==> src/rtl/video_pkg.sv <==
// video_pkg: shared video definitions for the character blender.
//   - attribute bit indices carried with each pixel request
//   - RGB 4:4:4 colour layout (channel width and field positions)
//   - pix_req_t: per-pixel side data carried down the blender pipeline
package video_pkg;

    localparam int ATTR_W         = 3;
    localparam int ATTR_INVERSE   = 0;
    localparam int ATTR_UNDERLINE = 1;
    localparam int ATTR_BLINK     = 2;

    localparam int CH_W  = 4;
    localparam int RGB_W = 3 * CH_W;
    localparam int R_LSB = 2 * CH_W;
    localparam int G_LSB = CH_W;
    localparam int B_LSB = 0;

    // last_row is resolved at capture so later stages need no row width.
    typedef struct packed {
        logic [RGB_W-1:0]  fg;
        logic [RGB_W-1:0]  bg;
        logic [ATTR_W-1:0] attr;
        logic              last_row;
        logic              phase;
    } pix_req_t;

endpackage

==> src/rtl/char_glyph_rom.sv <==
// char_glyph_rom: glyph alpha ROM with registered, enabled read.
//   clk   : clock
//   en    : read enable; output register holds while low
//   addr  : {char[7:0], row, column}
//   alpha : ALPHA_BITS glyph coverage, valid the cycle after en
// Contents come from a closed-form table: chars 0x00 and 0x20 are blank,
// every other cell is (char + row*column) mod 2^ALPHA_BITS. GLYPH_FILE names
// the matching .mem image for flows that preload block RAM; an empty name
// builds an all-blank font. Contents are never touched by reset.
module char_glyph_rom #(
    parameter int    CHAR_W     = 8,
    parameter int    CHAR_H     = 8,
    parameter int    ALPHA_BITS = 3,
    parameter string GLYPH_FILE = "glyphs.mem"
) (
    input  logic                                           clk,
    input  logic                                           en,
    input  logic [8+$clog2(CHAR_H)+$clog2(CHAR_W)-1:0]     addr,
    output logic [ALPHA_BITS-1:0]                          alpha
);

    localparam int RW = $clog2(CHAR_H);
    localparam int CW = $clog2(CHAR_W);
    localparam int AW = 8 + RW + CW;
    localparam bit BLANK_FONT = (GLYPH_FILE == "");

    function automatic logic [ALPHA_BITS-1:0] glyph_alpha(input logic [AW-1:0] a);
        logic [7:0] ch;
        int         row;
        int         col;
        ch  = a[AW-1 -: 8];
        row = int'(a[CW +: RW]);
        col = int'(a[CW-1:0]);
        if (BLANK_FONT || ch == 8'h00 || ch == 8'h20) return '0;
        return ALPHA_BITS'(int'(ch) + row * col);
    endfunction

    always_ff @(posedge clk) begin
        if (en) alpha <= glyph_alpha(addr);
    end

endmodule

==> src/rtl/char_blender_pipe.sv <==
// char_blender_pipe: 3-stage text-mode pixel blender.
//   S1 captures the request, glyph address and current blink phase,
//   S2 reads the glyph ROM, S3 applies attributes, blends fg/bg by alpha and
//   registers o_color. Result appears 3 cycles after acceptance.
// Ports:
//   i_clk, i_rst_n        : clock, synchronous active-low reset
//   i_frame_start         : one pulse per frame, drives the blink counter
//   i_valid/o_ready       : request handshake
//   i_char,i_row,i_column : glyph cell lookup
//   i_fg_color,i_bg_color : RGB 4:4:4 colours
//   i_attr                : {blink, underline, inverse}
//   o_valid/i_ready       : result handshake
//   o_color               : blended RGB 4:4:4, held while o_valid is low
module char_blender_pipe
    import video_pkg::*;
#(
    parameter int    CHAR_W       = 8,
    parameter int    CHAR_H       = 8,
    parameter int    ALPHA_BITS   = 3,
    parameter int    BLINK_FRAMES = 32,
    parameter string GLYPH_FILE   = "glyphs.mem"
) (
    input  logic                        i_clk,
    input  logic                        i_rst_n,
    input  logic                        i_frame_start,
    input  logic                        i_valid,
    output logic                        o_ready,
    input  logic [7:0]                  i_char,
    input  logic [$clog2(CHAR_H)-1:0]   i_row,
    input  logic [$clog2(CHAR_W)-1:0]   i_column,
    input  logic [RGB_W-1:0]            i_fg_color,
    input  logic [RGB_W-1:0]            i_bg_color,
    input  logic [ATTR_W-1:0]           i_attr,
    output logic                        o_valid,
    input  logic                        i_ready,
    output logic [RGB_W-1:0]            o_color
);

    localparam int STAGES = 3;
    localparam int RW     = $clog2(CHAR_H);
    localparam int CW     = $clog2(CHAR_W);
    localparam int AW     = 8 + RW + CW;
    localparam int BW     = CH_W + ALPHA_BITS + 1;
    localparam int CNT_W  = $clog2(BLINK_FRAMES);
    localparam logic [ALPHA_BITS-1:0] AMAX = '1;

    logic [STAGES:1]        vld_pipe;
    logic                   adv;
    logic [AW-1:0]          s1_addr;
    pix_req_t               s1_req, s2_req;
    logic [ALPHA_BITS-1:0]  rom_alpha;
    logic [CNT_W-1:0]       blink_cnt;
    logic                   blink_phase;
    logic [ALPHA_BITS-1:0]  eff_alpha;
    logic [RGB_W-1:0]       fg_sel, bg_sel, blend_rgb;

    // Whole pipe moves in lockstep; only a full, unaccepted output stalls it.
    assign adv     = !vld_pipe[STAGES] || i_ready;
    assign o_ready = adv;
    assign o_valid = vld_pipe[STAGES];

    // Blink timing is frame-based and keeps running through stalls.
    always_ff @(posedge i_clk) begin
        if (!i_rst_n) begin
            blink_cnt   <= '0;
            blink_phase <= 1'b0;
        end else if (i_frame_start) begin
            if (blink_cnt == CNT_W'(BLINK_FRAMES - 1)) begin
                blink_cnt   <= '0;
                blink_phase <= !blink_phase;
            end else begin
                blink_cnt <= blink_cnt + CNT_W'(1);
            end
        end
    end

    always_ff @(posedge i_clk) begin
        if (!i_rst_n)  vld_pipe <= '0;
        else if (adv)  vld_pipe <= {vld_pipe[STAGES-1:1], i_valid};
    end

    // Payload needs no reset; validity lives in vld_pipe.
    always_ff @(posedge i_clk) begin
        if (adv) begin
            s1_addr <= {i_char, i_row, i_column};
            s1_req  <= '{fg:       i_fg_color,
                         bg:       i_bg_color,
                         attr:     i_attr,
                         last_row: (i_row == RW'(CHAR_H - 1)),
                         phase:    blink_phase};
            s2_req  <= s1_req;
        end
    end

    char_glyph_rom #(
        .CHAR_W     (CHAR_W),
        .CHAR_H     (CHAR_H),
        .ALPHA_BITS (ALPHA_BITS),
        .GLYPH_FILE (GLYPH_FILE)
    ) u_rom (
        .clk   (i_clk),
        .en    (adv),
        .addr  (s1_addr),
        .alpha (rom_alpha)
    );

    // Rounded divide by AMAX makes a=0 and a=AMAX exact endpoints.
    function automatic logic [CH_W-1:0] blend_ch(input logic [CH_W-1:0]       f,
                                                 input logic [CH_W-1:0]       b,
                                                 input logic [ALPHA_BITS-1:0] a);
        logic [BW-1:0] num;
        num = BW'(f) * BW'(a) + BW'(b) * BW'(AMAX - a) + BW'(AMAX >> 1);
        return CH_W'(num / BW'(AMAX));
    endfunction

    // Blink-off wins over underline so a blinking cell vanishes entirely.
    always_comb begin
        eff_alpha = rom_alpha;
        fg_sel    = s2_req.fg;
        bg_sel    = s2_req.bg;
        if (s2_req.attr[ATTR_UNDERLINE] && s2_req.last_row) eff_alpha = AMAX;
        if (s2_req.attr[ATTR_BLINK] && s2_req.phase)        eff_alpha = '0;
        if (s2_req.attr[ATTR_INVERSE]) begin
            fg_sel = s2_req.bg;
            bg_sel = s2_req.fg;
        end
        blend_rgb = '0;
        blend_rgb[R_LSB +: CH_W] = blend_ch(fg_sel[R_LSB +: CH_W], bg_sel[R_LSB +: CH_W], eff_alpha);
        blend_rgb[G_LSB +: CH_W] = blend_ch(fg_sel[G_LSB +: CH_W], bg_sel[G_LSB +: CH_W], eff_alpha);
        blend_rgb[B_LSB +: CH_W] = blend_ch(fg_sel[B_LSB +: CH_W], bg_sel[B_LSB +: CH_W], eff_alpha);
    end

    always_ff @(posedge i_clk) begin
        if (!i_rst_n)                o_color <= '0;
        else if (adv && vld_pipe[2]) o_color <= blend_rgb;
    end

endmodule

==> config.mk <==
export PLATFORM = sky130hd
export DESIGN_NAME = char_blender_pipe
export DESIGN_NICKNAME = d
export VERILOG_FILES = /design/src/rtl/video_pkg.sv /design/src/rtl/char_glyph_rom.sv /design/src/rtl/char_blender_pipe.sv
export SDC_FILE = /design/constraint.sdc
export NUM_CORES = 1
export LEC_CHECK = 0
export CORE_AREA = 4 4 133 135
export CTS_CLUSTER_SIZE = 8
export DETAILED_ROUTE_END_ITERATION = 10
export DIE_AREA = 0 0 137 139
export PLACE_DENSITY = 0.76
export SYNTH_ARGS = -nofsm -noshare
export SYNTH_HDL_FRONTEND = slang
export SYNTH_SLANG_ARGS = --single-unit
==> constraint.sdc <==
create_clock -name i_clk -period 8.05 [get_ports i_clk]
set_clock_uncertainty 0.2 [all_clocks]
set_input_delay 1.61 -clock i_clk [delete_from_list [all_inputs] [get_ports i_clk]]
set_output_delay 1.61 -clock i_clk [all_outputs]
set_load 0.05 [all_outputs]
# ---- Yosys cells after proc, flatten, opt, wreduce, memory -nomap -nowiden
# Index checks and enable logic that the tools add are counted.
dict set report word_totals {
  regBits 96
  latchBits 0
  ramBits 0
  mem_bits_ro 0
  in_bits 46
  out_inout_bits 14
  word_cells 56
  memories 0
}
dict set report classes {
  add_sub_neg 9
  multipliers 7
  div_mod_pow 3
  magnitude_cmp 0
  n_eq_ne 3
  shift 0
  n_mux 9
  bitwise 0
  reduce_logical 9
}
# cell n
set ops {}
lappend ops {{adder 7 x 8 -> 8 bit} 3}
lappend ops {{adder 8 x 2 -> 8 bit, second input constant} 3}
lappend ops {{divider 8 x 3 -> 8 bit, second input constant} 3}
lappend ops {{two-way mux 12 bit} 2}
lappend ops {{multiplier 4 x 3 -> 7 bit} 3}
lappend ops {{multiplier 4 x 8 -> 8 bit} 2}
lappend ops {{two-way mux 3 bit} 4}
lappend ops {{equality test 8 x 6 -> 1 bit, second input constant} 1}
lappend ops {{logical NOT 8 bit} 1}
lappend ops {{multiplier 5 x 4 -> 8 bit} 1}
lappend ops {{adder 5 x 1 -> 5 bit, second input constant} 1}
lappend ops {{equality test 5 bit, second input constant} 1}
lappend ops {{two-way mux 5 bit} 1}
lappend ops {{subtractor 3 x 3 -> 4 bit, first input constant} 1}
lappend ops {{adder 3 bit} 1}
lappend ops {{equality test 3 bit, second input constant} 1}
lappend ops {{logical AND 1 bit} 3}
lappend ops {{multiplier 3 x 3 -> 3 bit} 1}
lappend ops {{logical NOT 1 bit} 2}
lappend ops {{logical OR 1 bit} 2}
lappend ops {{two-way mux 1 bit} 2}
lappend ops {{AND reduction 2 bit} 1}

# ---- Depth between registers and ports, before layout
# Gate-level depths: netlist (run 1).
dict set report depth {
  depth_word 8
  depth_mapped 29
  mapped_depth_nobuf 27
}

# ---- By module
# From an unflattened synthesis (run 1), not the netlist that was laid out.
dict set report hier_totals {
  cells_unflattened 714
  hier_area_um2 7495.9
}
# mod n_inst cells_per_inst area_per_inst_um2 seq_area_each_um2
set modules_own_cells {}
lappend modules_own_cells {char_blender_pipe 1 690 7220.7 2582.5}
lappend modules_own_cells {char_glyph_rom 1 24 275.3 90.1}

# ---- Worst setup path before layout (run 1)
# Ideal clock, no wire load.
dict set report synth_timing {
  path_type {flip-flop to flip-flop}
  from {register s2_req[2] in the netlist's numbering}
  to {register o_color[8]}
  setup_time_ns 0.058
  t_arrival_ns 6.701
  t_required_ns 7.792
  setup_slack_ns 1.091
  path_stages_with_launch 26
  n_path_buf 3
  period_less_slack_ns 6.959
  cell_sequence {edfxtp_1 -> clkbuf_1 -> buf_1 -> mux2i_1 -> nor2_1 -> fa_1 -> fa_1 -> fa_1 -> fa_1 -> ha_1 -> a21oi_1 -> or4_4 -> and4_1 -> clkbuf_1 -> o21ai_1 -> a32oi_1 -> o21ai_1 -> and2_1 -> ha_1 -> nor2_1 -> nor2_1 -> nor2_1 -> o32ai_1 -> a31oi_1 -> a221oi_1 -> o21a_1}
}
dict set report synth_via {
  elab_chain_len 5
  elab_cells_between_ends 7
  classes_between {2 x add/sub; 2 x mul; 1 x div; 2 x mux}
}
# element line_no
set synth_rtl {}
lappend synth_rtl {{from (decl)} char_blender_pipe.sv:50} ;# pix_req_t s1_req, s2_req;
lappend synth_rtl {{from (signal assigned)} char_blender_pipe.sv:91} ;# s2_req <= s1_req;
lappend synth_rtl {{two-way mux 12 bit} char_blender_pipe.sv:123} ;# if (s2_req.attr[ATTR_INVERSE]) begin
lappend synth_rtl {{multiplier 4 x 8 -> 8 bit / multiplier 4 x 3 -> 7 bit (equally long branches)} char_blender_pipe.sv:112} ;# num = BW'(f) * BW'(a) + BW'(b) * BW'(AMAX - a) + BW'(AMAX >> 1);
lappend synth_rtl {{adder 7 x 8 -> 8 bit (*)} char_blender_pipe.sv:112}
lappend synth_rtl {{adder 8 x 2 -> 8 bit (*)} char_blender_pipe.sv:112}
lappend synth_rtl {{divider 8 x 3 -> 8 bit (*)} char_blender_pipe.sv:113} ;# return CH_W'(num / BW'(AMAX));
lappend synth_rtl {{to (signal assigned)} char_blender_pipe.sv:135} ;# else if (adv && vld_pipe[2]) o_color <= blend_rgb;
lappend synth_rtl {{to (decl)} char_blender_pipe.sv:36} ;# output logic [RGB_W-1:0] o_color
# Mark *: on every way between the ends. The rest lies on a longest branch, timed or not.
# A chain may end at the register's enable or synchronous reset.

# ---- Final worst setup path (run 1)
dict set report layout_timing {
  from {register s2_req[2] in the netlist's numbering}
  to {register o_color[0]}
}
dict set report layout_via {
  elab_chain_len 5
  elab_cells_between_ends 7
  classes_between {2 x add/sub; 2 x mul; 1 x div; 2 x mux}
}
# element line_no
set layout_rtl {}
lappend layout_rtl {{two-way mux 12 bit} char_blender_pipe.sv:123}
lappend layout_rtl {{multiplier 5 x 4 -> 8 bit / multiplier 4 x 3 -> 7 bit (equally long branches)} char_blender_pipe.sv:112}
lappend layout_rtl {{adder 7 x 8 -> 8 bit (*)} char_blender_pipe.sv:112}
lappend layout_rtl {{adder 8 x 2 -> 8 bit (*)} char_blender_pipe.sv:112}
lappend layout_rtl {{divider 8 x 3 -> 8 bit (*)} char_blender_pipe.sv:113}
# Marks and branches as above.

==> results.md, run 1 <==
- Core area: 16500 µm²
- Number of global-route vias before repair: 5393
- Net Count, Synth: 887
- Clk pin slew, worst setup/hold paths: 0.08 ns
- Via/cell ratio: about 5.5
- CP Max Fanout: 15
- Area growth syn-to-layout: 13.8%
- Largest net degree at the start of global routing: 79
- Post-synth ARST share: 0%
- Number of synthesized flops with an enable pin: 74
- Post-CTS Hold Buffers: 0
- Sequential share of the synthesized area: around a third
- DRT Wirelength: 14.7 mm
- Routed Antenna Nets: 0
- Pins Over Slew Limit: 0
- Hold Violations, Final: 0
- Fin crit period: roughly 7.4 ns
- Die width: 137 µm
- # clock sinks: 95
- Post-route setup TNS: 0 ns
- Ys Warns: 0
- Worst hold path class: flip-flop to flip-flop
- Register area: 2640 µm²
- Via count: 5584
- Status: finished clean
- Synth Flop Type: edfxtp_1
- Fillers: 1473
- CTS tree: done
- Max frequency: 0.135 GHz
- Final Hold Slack: 0.215 ns
- First-pass iteration count of the detailed router: 5
- Ports: 60
- Syn_area_per_cell: 10.2 µm²
- Final HPWL from detailed placement: 11.1 mm
- Crit Path Category: flip-flop to flip-flop
- Cells after Synth: 746
- Wirelength per Cell: 14.4 µm
- PortBufs: 58
- CTS buffer count: 9
- Starting Density: a little under half
- DR DRC count: 0
- Proportion of layout cells with a drive suffix above 1: about a tenth
- Flops & latches, synth: 95
- RSZ-0062 raised after global routing: no
- Critical Path RT: 8.09 ns
- DRT iter0 DRCs: 390
- Slew at the pin closest to its max-slew limit: 0.977 ns
- Chip height: 139 µm
- Row count: 47
- First-pass GRT wire length: between 20 and 30 mm
- Worst setup SP type: flip-flop
- Synth Cell Area: 7630 µm²
- Diode count: 0
- CP endpoint kind: flip-flop
- Max clock buf depth: 2
- Slew margin rel.: 34.9%
- # resized after CTS: 0
- Die area: ~19000 µm²
- Root Driver: clkbuf_16
- Final Cycle Share: 92.2%
- Multi-input logic area: approximately 4600 µm²
- Finish-stage setup viols: 0
- Layout Nets: 934
- GRT Total Usage: ~16%
- Total grt overflow: 0
- Post-CTS Setup Bufs: 0
- H-tree depth: 3
- Post-synthesis cell type count: 94
- Skew-Pair Late Insertion Delay: 0.36 ns
- Maxcap violations: 0
- Routability cong.: about 0.87
- Worst Path Arrival: about 7.5 ns
- Initial antenna violation count: 0
cells in the mapped netlist, types with 5 or more instances:
master	number	share of area (%)
or2_2	6	0.49
nor2b_1	9	0.74
a21o_1	7	0.69
xor2_1	7	0.80
buf_2	5	0.33
nor3b_1	9	0.88
dfxtp_1	21	5.5
and3_1	6	0.49
o21ai_1	10	0.66
inv_1	43	2.1
nand2_1	33	1.6
a31oi_1	8	0.66
edfxtp_1	74	29
nor3_1	10	0.66
nand3_1	15	0.98
a21oi_1	34	2.2
nor2_1	98	4.8
o31ai_1	5	0.49
nand2b_1	11	0.90
clkbuf_1	15	0.74
mux2_2	5	0.74
a211o_1	6	0.69
mux2i_1	32	4.2
o21a_1	8	0.79
xnor2_1	25	2.9
o21ai_0	25	1.6
fa_1	37	9.7
ha_1	58	9.5
and2_1	15	1.2
through the flow:
step | util, % | cells | worst slack, ns | cell area [µm²]
after floorplan | - | 746 | 1.09 | 7630
after global placement | 50.8 | 1002 | 0.754 | 8370
after detailed placement | 50.8 | 1002 | 0.658 | 8370
after CTS | 52.8 | 1018 | 0.633 | 8690
after global routing | 52.8 | 1018 | 0.0610 | 8690
final | 52.8 | 1018 | 0.632 | 8690
logic make-up after synthesis:
kind of cell	count (synthesis)	share of synthesized area (%)
buf+inv	75	4.69
xor+xnor	33	3.88
flops	95	34.6
simple gates	239	15.7
mux	37	4.93
other cells	1	0.0491
fa+ha+maj	97	19.5
compound gates	169	16.7
metal layers:
metal  vias up  global-route usage (%)  wire, µm  part of all wire, %
met4         0                    4.94       216                  1.5
li1       2793                       -         -                    -
met5         -                       0         0                    0
met2       155                    26.0      6730                   46
met3        24                    3.70       853                  5.8
met1      2612                    22.3      6910                   47
final cells by class:
| cell class | instances | area share, % |
|---|---|---|
| tap | 220 | 3.17 |
| clock inverter | 7 | 1.15 |
| sequential | 95 | 30.4 |
| clock buffer | 9 | 2.59 |
| multi-input combinational | 576 | 53.3 |
| timing repair buffer | 67 | 7.46 |
| inverter | 44 | 1.90 |
critical path, cell delays in order, from the launching register on:
cell       delay, ns
edfxtp_1        0.85
buf_4           0.31
mux2i_1         0.27
nor2_1          0.09
fa_1            0.52
fa_1            0.58
fa_1            0.44
fa_1            0.48
ha_1            0.35
or2_2           0.31
and3_4          0.21
or2_2           0.34
nor2_1          0.20
a2bb2oi_1       0.64
nor3_1          0.12
o21bai_1        0.17
nand3_1         0.12
ha_1            0.25
o2111ai_1       0.21
nand4_1         0.18
and3_1          0.22
o21ai_0         0.14
a31oi_1         0.09
cells in the final DEF, fill, tap and decap left out, types with 10 or more instances in the layout:
master,synthesis,final
clkdlybuf4s50_1,0,58
o21ai_0,25,25
nand3_1,15,15
nor3_1,10,10
inv_1,43,42
ha_1,58,58
nand2b_1,11,11
and2_1,15,15
nand2_1,33,33
edfxtp_1,74,74
nor2_1,98,98
mux2i_1,32,32
o21ai_1,10,10
dfxtp_1,21,21
xnor2_1,25,25
a21oi_1,34,34
fa_1,37,37
path summary, 6_finish.rpt:
path                                          start                      end  slack (ns)  depth (start not counted)
worst max-delay path            s2_req[2]$_DFFE_PN_  o_color[0]$_SDFFE_PN0P_        0.63                         22
worst min-delay path            s1_req[5]$_DFFE_PN_      s2_req[5]$_DFFE_PN_        0.21                          0
worst max register to register  s2_req[2]$_DFFE_PN_  o_color[0]$_SDFFE_PN0P_        0.63                         22
worst min register to register  s1_req[5]$_DFFE_PN_      s2_req[5]$_DFFE_PN_        0.21                          0
registers in the layout, indices dropped and copies added (netlist names):
signal / count
u_rom.alpha: 3
s1_req: 29
s1_addr: 13
blink_phase: 1
blink_cnt: 5
o_color: 12
s2_req: 29
vld_pipe: 3
Power of run 1 is not shown: default switching activity piles up to over one toggle a cycle in this logic, so the estimate is an artifact.
==> run 2: changes to the inputs <==
--- a/config.mk
+++ b/config.mk
@@ -6,6 +6,7 @@
 export NUM_CORES = 1
 export LEC_CHECK = 0
 export CORE_AREA = 4 4 133 135
+export CTS_CLUSTER_DIAMETER = 50
 export CTS_CLUSTER_SIZE = 8
 export DETAILED_ROUTE_END_ITERATION = 10
 export DIE_AREA = 0 0 137 139
==> results of run 2 <==
Same layout as run 1: the final DEF is identical, and so are final timing and power.
Power of run 2 is left out for the same reason.
